--- config.mk ---
export PLATFORM = sky130hd
export DESIGN_NAME = serial_subtractor_flat
export DESIGN_NICKNAME = d
export VERILOG_FILES = /design/src/rtl/arith_pkg.sv /design/src/rtl/serial_subtractor_if.sv /design/src/rtl/full_subtractor.sv /design/src/rtl/serial_subtractor.sv /design/src/flat_wrapper.sv
export SDC_FILE = /design/constraint.sdc
export NUM_CORES = 1
export LEC_CHECK = 0
export CAP_MARGIN = 20
export CORE_ASPECT_RATIO = 1.4
export CORE_UTILIZATION = 46
export DETAILED_ROUTE_END_ITERATION = 8
export GPL_ROUTABILITY_DRIVEN = 0
export PLACE_DENSITY = 0.74
export SETUP_SLACK_MARGIN = 0.4
export SYNTH_ARGS = -nofsm -noshare
export SYNTH_HDL_FRONTEND = slang
export SYNTH_SLANG_ARGS = --single-unit
--- constraint.sdc ---
create_clock -name clk -period 2.9 [get_ports clk]
set_input_delay 0.87 -clock clk [delete_from_list [all_inputs] [get_ports clk]]
set_output_delay 0.87 -clock clk [all_outputs]
set_load 0.05 [all_outputs]
--- src/rtl/arith_pkg.sv ---
// Shared arithmetic-lab definitions: FSM state encoding and the default operand
// width used by both the combinational adder and the serial subtractor.
package arith_pkg;

    localparam int   ARITH_W = 4;
    localparam logic S_IDLE  = 1'b0;
    localparam logic S_SHIFT = 1'b1;

    typedef enum logic {
        ST_IDLE  = S_IDLE,
        ST_SHIFT = S_SHIFT
    } state_e;

endpackage

--- src/rtl/serial_subtractor_if.sv ---
// Operand/result bundle between a requester and the serial subtractor.
interface serial_subtractor_if #(
    parameter int N = arith_pkg::ARITH_W
) ();

    // Handshake: start is a request that is accepted on any rising edge where
    // busy is low (a/b are captured on that edge). There is no backpressure
    // on results: done is a one-cycle strobe, and d/bo hold until the next done.
    logic         start;
    logic [N-1:0] a;
    logic [N-1:0] b;
    logic [N-1:0] d;
    logic         bo;
    logic         busy;
    logic         done;

    modport master (
        output start, a, b,
        input  d, bo, busy, done
    );

    modport slave (
        input  start, a, b,
        output d, bo, busy, done
    );

endinterface

--- src/rtl/full_subtractor.sv ---
// One-bit full subtractor cell: diff = x - y - bi, with borrow out.
module full_subtractor (
    input  logic x,
    input  logic y,
    input  logic bi,
    output logic diff,
    output logic bo
);

    assign diff = x ^ y ^ bi;
    assign bo   = (~x & y) | (~(x ^ y) & bi);

endmodule

--- src/rtl/serial_subtractor.sv ---
// Bit-serial unsigned subtractor, LSB first, one bit per clock.
// Result d/bo is registered and only updated on the done edge.
module serial_subtractor
    import arith_pkg::*;
#(
    parameter int N = ARITH_W
) (
    input  logic                 clk,
    input  logic                 rst_n,
    serial_subtractor_if.slave   bus,
    output state_e               dbg_state
);

    localparam int             CW       = $clog2(N);
    localparam logic [CW-1:0]  CNT_LAST = CW'(N - 1);

    state_e          state_q, state_d;
    logic [N-1:0]    a_sh_q, a_sh_d;
    logic [N-1:0]    b_sh_q, b_sh_d;
    logic [N-1:0]    res_q, res_d;
    logic [N-1:0]    d_q, d_d;
    logic [CW-1:0]   cnt_q, cnt_d;
    logic            br_q, br_d;
    logic            bo_q, bo_d;
    logic            done_q, done_d;
    logic            diff_bit;
    logic            br_next;

    full_subtractor u_fs (
        .x    (a_sh_q[0]),
        .y    (b_sh_q[0]),
        .bi   (br_q),
        .diff (diff_bit),
        .bo   (br_next)
    );

    always_comb begin
        state_d = state_q;
        a_sh_d  = a_sh_q;
        b_sh_d  = b_sh_q;
        res_d   = res_q;
        d_d     = d_q;
        cnt_d   = cnt_q;
        br_d    = br_q;
        bo_d    = bo_q;
        done_d  = 1'b0;
        case (state_q)
            ST_IDLE: begin
                if (bus.start) begin
                    a_sh_d  = bus.a;
                    b_sh_d  = bus.b;
                    res_d   = '0;
                    br_d    = 1'b0;
                    cnt_d   = '0;
                    state_d = ST_SHIFT;
                end
            end
            ST_SHIFT: begin
                // Difference bits enter at the MSB so the LSB lands at bit 0 after N shifts.
                res_d  = {diff_bit, res_q[N-1:1]};
                a_sh_d = {1'b0, a_sh_q[N-1:1]};
                b_sh_d = {1'b0, b_sh_q[N-1:1]};
                br_d   = br_next;
                cnt_d  = cnt_q + CW'(1);
                if (cnt_q == CNT_LAST) begin
                    d_d     = {diff_bit, res_q[N-1:1]};
                    bo_d    = br_next;
                    done_d  = 1'b1;
                    state_d = ST_IDLE;
                end
            end
            default: state_d = ST_IDLE;
        endcase
    end

    always_ff @(posedge clk or negedge rst_n) begin
        if (!rst_n) begin
            state_q <= ST_IDLE;
            a_sh_q  <= '0;
            b_sh_q  <= '0;
            res_q   <= '0;
            d_q     <= '0;
            cnt_q   <= '0;
            br_q    <= 1'b0;
            bo_q    <= 1'b0;
            done_q  <= 1'b0;
        end else begin
            state_q <= state_d;
            a_sh_q  <= a_sh_d;
            b_sh_q  <= b_sh_d;
            res_q   <= res_d;
            d_q     <= d_d;
            cnt_q   <= cnt_d;
            br_q    <= br_d;
            bo_q    <= bo_d;
            done_q  <= done_d;
        end
    end

    assign bus.d     = d_q;
    assign bus.bo    = bo_q;
    assign bus.done  = done_q;
    assign bus.busy  = (state_q == ST_SHIFT);
    assign dbg_state = state_q;

endmodule
--- src/flat_wrapper.sv ---
// flat-port wrapper written by rule: the top's interface ports become plain ports
module serial_subtractor_flat import arith_pkg::*;
#(
    parameter int N = ARITH_W
)
  (clk, rst_n, dbg_state, bus_start, bus_a, bus_b, bus_d, bus_bo, bus_busy, bus_done);
  serial_subtractor_if #(.N(N)) bus_i ();
  input  logic clk;
  input  logic rst_n;
  output state_e dbg_state;
  input wire logic [$bits(bus_i.start)-1:0] bus_start;
  input wire logic [$bits(bus_i.a)-1:0] bus_a;
  input wire logic [$bits(bus_i.b)-1:0] bus_b;
  output wire logic [$bits(bus_i.d)-1:0] bus_d;
  output wire logic [$bits(bus_i.bo)-1:0] bus_bo;
  output wire logic [$bits(bus_i.busy)-1:0] bus_busy;
  output wire logic [$bits(bus_i.done)-1:0] bus_done;
  assign bus_i.start = bus_start;
  assign bus_i.a = bus_a;
  assign bus_i.b = bus_b;
  assign bus_d = bus_i.d;
  assign bus_bo = bus_i.bo;
  assign bus_busy = bus_i.busy;
  assign bus_done = bus_i.done;
  serial_subtractor #(.N(N)) u_core (.clk(clk), .rst_n(rst_n), .bus(bus_i), .dbg_state(dbg_state));
endmodule
==> impl_results.md <==
* Status: complete, no violations
* # port buffers at 18
* # nets final at 104
* Multiplexer share of the synthesized area at approximately 17%
* Die Wd at about 39 um
* Slew @ Worst Pin at about 0.49 ns
* Max IR drop VDD at ~0.5 mV
* Final setup violation count at 0
* Main combinational cell family by area after synthesis: multiplexers
* CTS tree: done
* Antenna cells at 0
* Die area at roughly 2100 um2
* Synth Area in Compound Gates at ~8.6%
* I/O pin count at 19
* Ratio of cells with drive above 1 in the final layout at ~14%
* Met1 wire length at roughly 600 um
* Syn_nets at between 80 and 90
* TNS Setup at 0 ns
* Pwr dens at 1060 nW/um2
* Most common cell after layout, fill and taps aside: dfrtp_1
* Max-Cap Viols at 0
* Multi-input logic area at a little over 300 um2
* 1st-pass router iterations at 4
* Crit path launch type: flop
* First-pass GRT wire length at between 2000 and 2500 um
* Storage cell area at 526 um2
* Worst Setup SP: u_core.bus.busy
* Num rows at 18
* Root Buffer Master: clkbuf_4
* CP max stage cell: clkdlybuf4s50_1
* Initial antenna violation count at 0
* WP buf/inv at 1
* Core region area at roughly 1800 um2
* Yosys cell types at 16
* Post-synthesis cell area at around 870 um2
* Max frequency at 425 MHz
* Simple-Gate Fraction of Synth Area at 5.72%
* Final WL at 1450 um
* Critical Path Sink Type: output pin
* Post-Synthesis Cells at 69
* Routed wl met2 at 798 um
* Post-route insts no fill at 110
* Antenna Nets Post-Route at 0
* Period utilization at between 80% and 90%
* # clock sinks at 21
* Pleak at approximately 0.52 nW
* CTS Hold Bufs at 0
* Largest buffer count on any clock path at 2
* Syn Area/Cell at between 10 and 15 um2
* Vias per Instance at 5.25
* WP data required at between 2 and 2.5 ns
* Hold wc startpoint: u_core.a_sh_q[3]
* Tmin final at 2.35 ns
* Drt drc at 0
* Placed cell count at 106
* Yosys warnings at 0
* Setup Skew at ~0.0011 ns
* Worst-Skew Late Latency at 0.29 ns
* First-iteration detailed-routing DRC count at 4
* FF+latch count, synth at 21
* HPWL after detailed placement at 1090 um
* Reg-to-Reg Start: u_core.b_sh_q[0]
* Hold/Removal Path Class: flop to flop
* Pin count of the biggest net entering global routing at 25
* Reg clk slew, reported paths at approximately 0.11 ns
* Post-synthesis adder-cell area fraction at 3.72%
* RSZ-0062 raised after global routing: false
* Final Hold Fails at 0
* Commonest cells after routing, fill and taps aside: dfrtp_1 (21), clkdlybuf4s50_1 (18), mux2i_1 (8), nand2_1 (7), o21ai_0 (7)
* Rel. slew slack at around two thirds
* Max incr delay on CP at slightly above 0.8 ns
* Via Count at about 580
* Gr usage total at between 10% and 20%
* Kind of critical path: flop to output pin
* TritonCTS buffer count at 3
* Sequential element share of the synthesized area at approximately three fifths
* Drt wl/cell at ~13 um
* H-tree levels at 1
* CP arrival at 1.48 ns
* DR WL met3 at approximately 54 um
* Area Overhead vs Synth at 25.8%
* Critical path cell sequence: clkdlybuf4s50_1
* Initial Utilization at between 40% and 50%
* DR top layer: met4
* Pins over their slew limit at 0
* Crit path max fanout at 3
* Grt ovf at 0
* Post-CTS sizing at 0
* Post-Synth XOR/XNOR Area at 0%
* Die Y at between 50 and 60 um
* CP top delay family: buffers and inverters
* Setup repair bufs after CTS at 0
* Filler Cells Inserted at approximately 160
* Number of global-route vias before repair at between 500 and 600
-- cell usage after synthesis (all sizes together) --
library cell  instances  share of area, %
a21oi                 1              0.57
nand2                 8               3.7
nand2b                1              0.72
inv                   4               1.7
nor2                  3               1.3
mux2i                 8               9.2
buf                   4               3.3
o21ai                 7               4.0
ha                    1               1.4
a22o                  4               4.0
mux2                  6               7.7
dfrtp                21                60
fa                    1               2.3
-- registers in the layout, indices dropped and copies added (netlist names) --
name / cells
u_core.a_sh_q: 4
u_core.b_sh_q: 4
u_core.bus.d: 4
u_core.res_q: 3
u_core.cnt_q: 2
u_core.br_q: 1
u_core.bus.bo: 1
u_core.bus.busy: 1
u_core.bus.done: 1
-- cell families (layout without fill, tap and decap cells) --
group | after synthesis | count (layout)
flops | 21 | 21
fa+ha+maj | 2 | 2
mux | 14 | 14
buf+inv | 8 | 29
compound gates | 12 | 12
simple gates | 12 | 12
-- power by group --
group,switching (mW),internal (mW),total (mW)
clock network,0.0812,0.0535,0.135
registers,0.0657,0.410,0.475
logic,0.319,0.232,0.552
total,0.466,0.696,1.16
-- final timing paths --
kind,to,depth (start not counted),slack (ns)
max,dbg_state,1,0.55
min in group asynchronous,u_core.bus.done,2,0.91
min reg2reg,u_core.a_sh_q[2],2,0.50
min,u_core.a_sh_q[2],2,0.50
max in group asynchronous,u_core.b_sh_q[3],2,1.79
max reg2reg,u_core.bus.d[3],3,1.61
-- per-stage QoR --
step | cell area, um2 | power [mW] | setup slack [ns] | util [%] | hold WS, ns
after global placement | 1070 | 1.01 | 0.793 | 60.3 | 0.461
after global routing | 1100 | 1.25 | 0.483 | 61.8 | 0.528
final | 1100 | 1.16 | 0.549 | 61.8 | 0.501
after detailed placement | 1070 | 1.04 | 0.728 | 60.3 | 0.479
after CTS | 1100 | 1.18 | 0.525 | 61.8 | 0.506
after floorplan | 875 | 0.872 | 1.04 | - | 0.452
-- per-layer routing --
metal  vias to the layer above  global-route usage, %
li1                        276                      -
met1                       284                   21.4
met2                        16                   30.6
met3                         2                   2.48
met4                         0                   8.62
met5                         -                      0
-- area by class of cell --
class | instances | area share, %
repair buffers | 21 | 18.4
well taps | 20 | 2.28
multi-input cells | 40 | 27.8
inverters | 4 | 1.37
clock buffers | 4 | 2.39
flip-flops and latches | 21 | 47.8
Note: power is estimated with default switching activity, not from simulation.
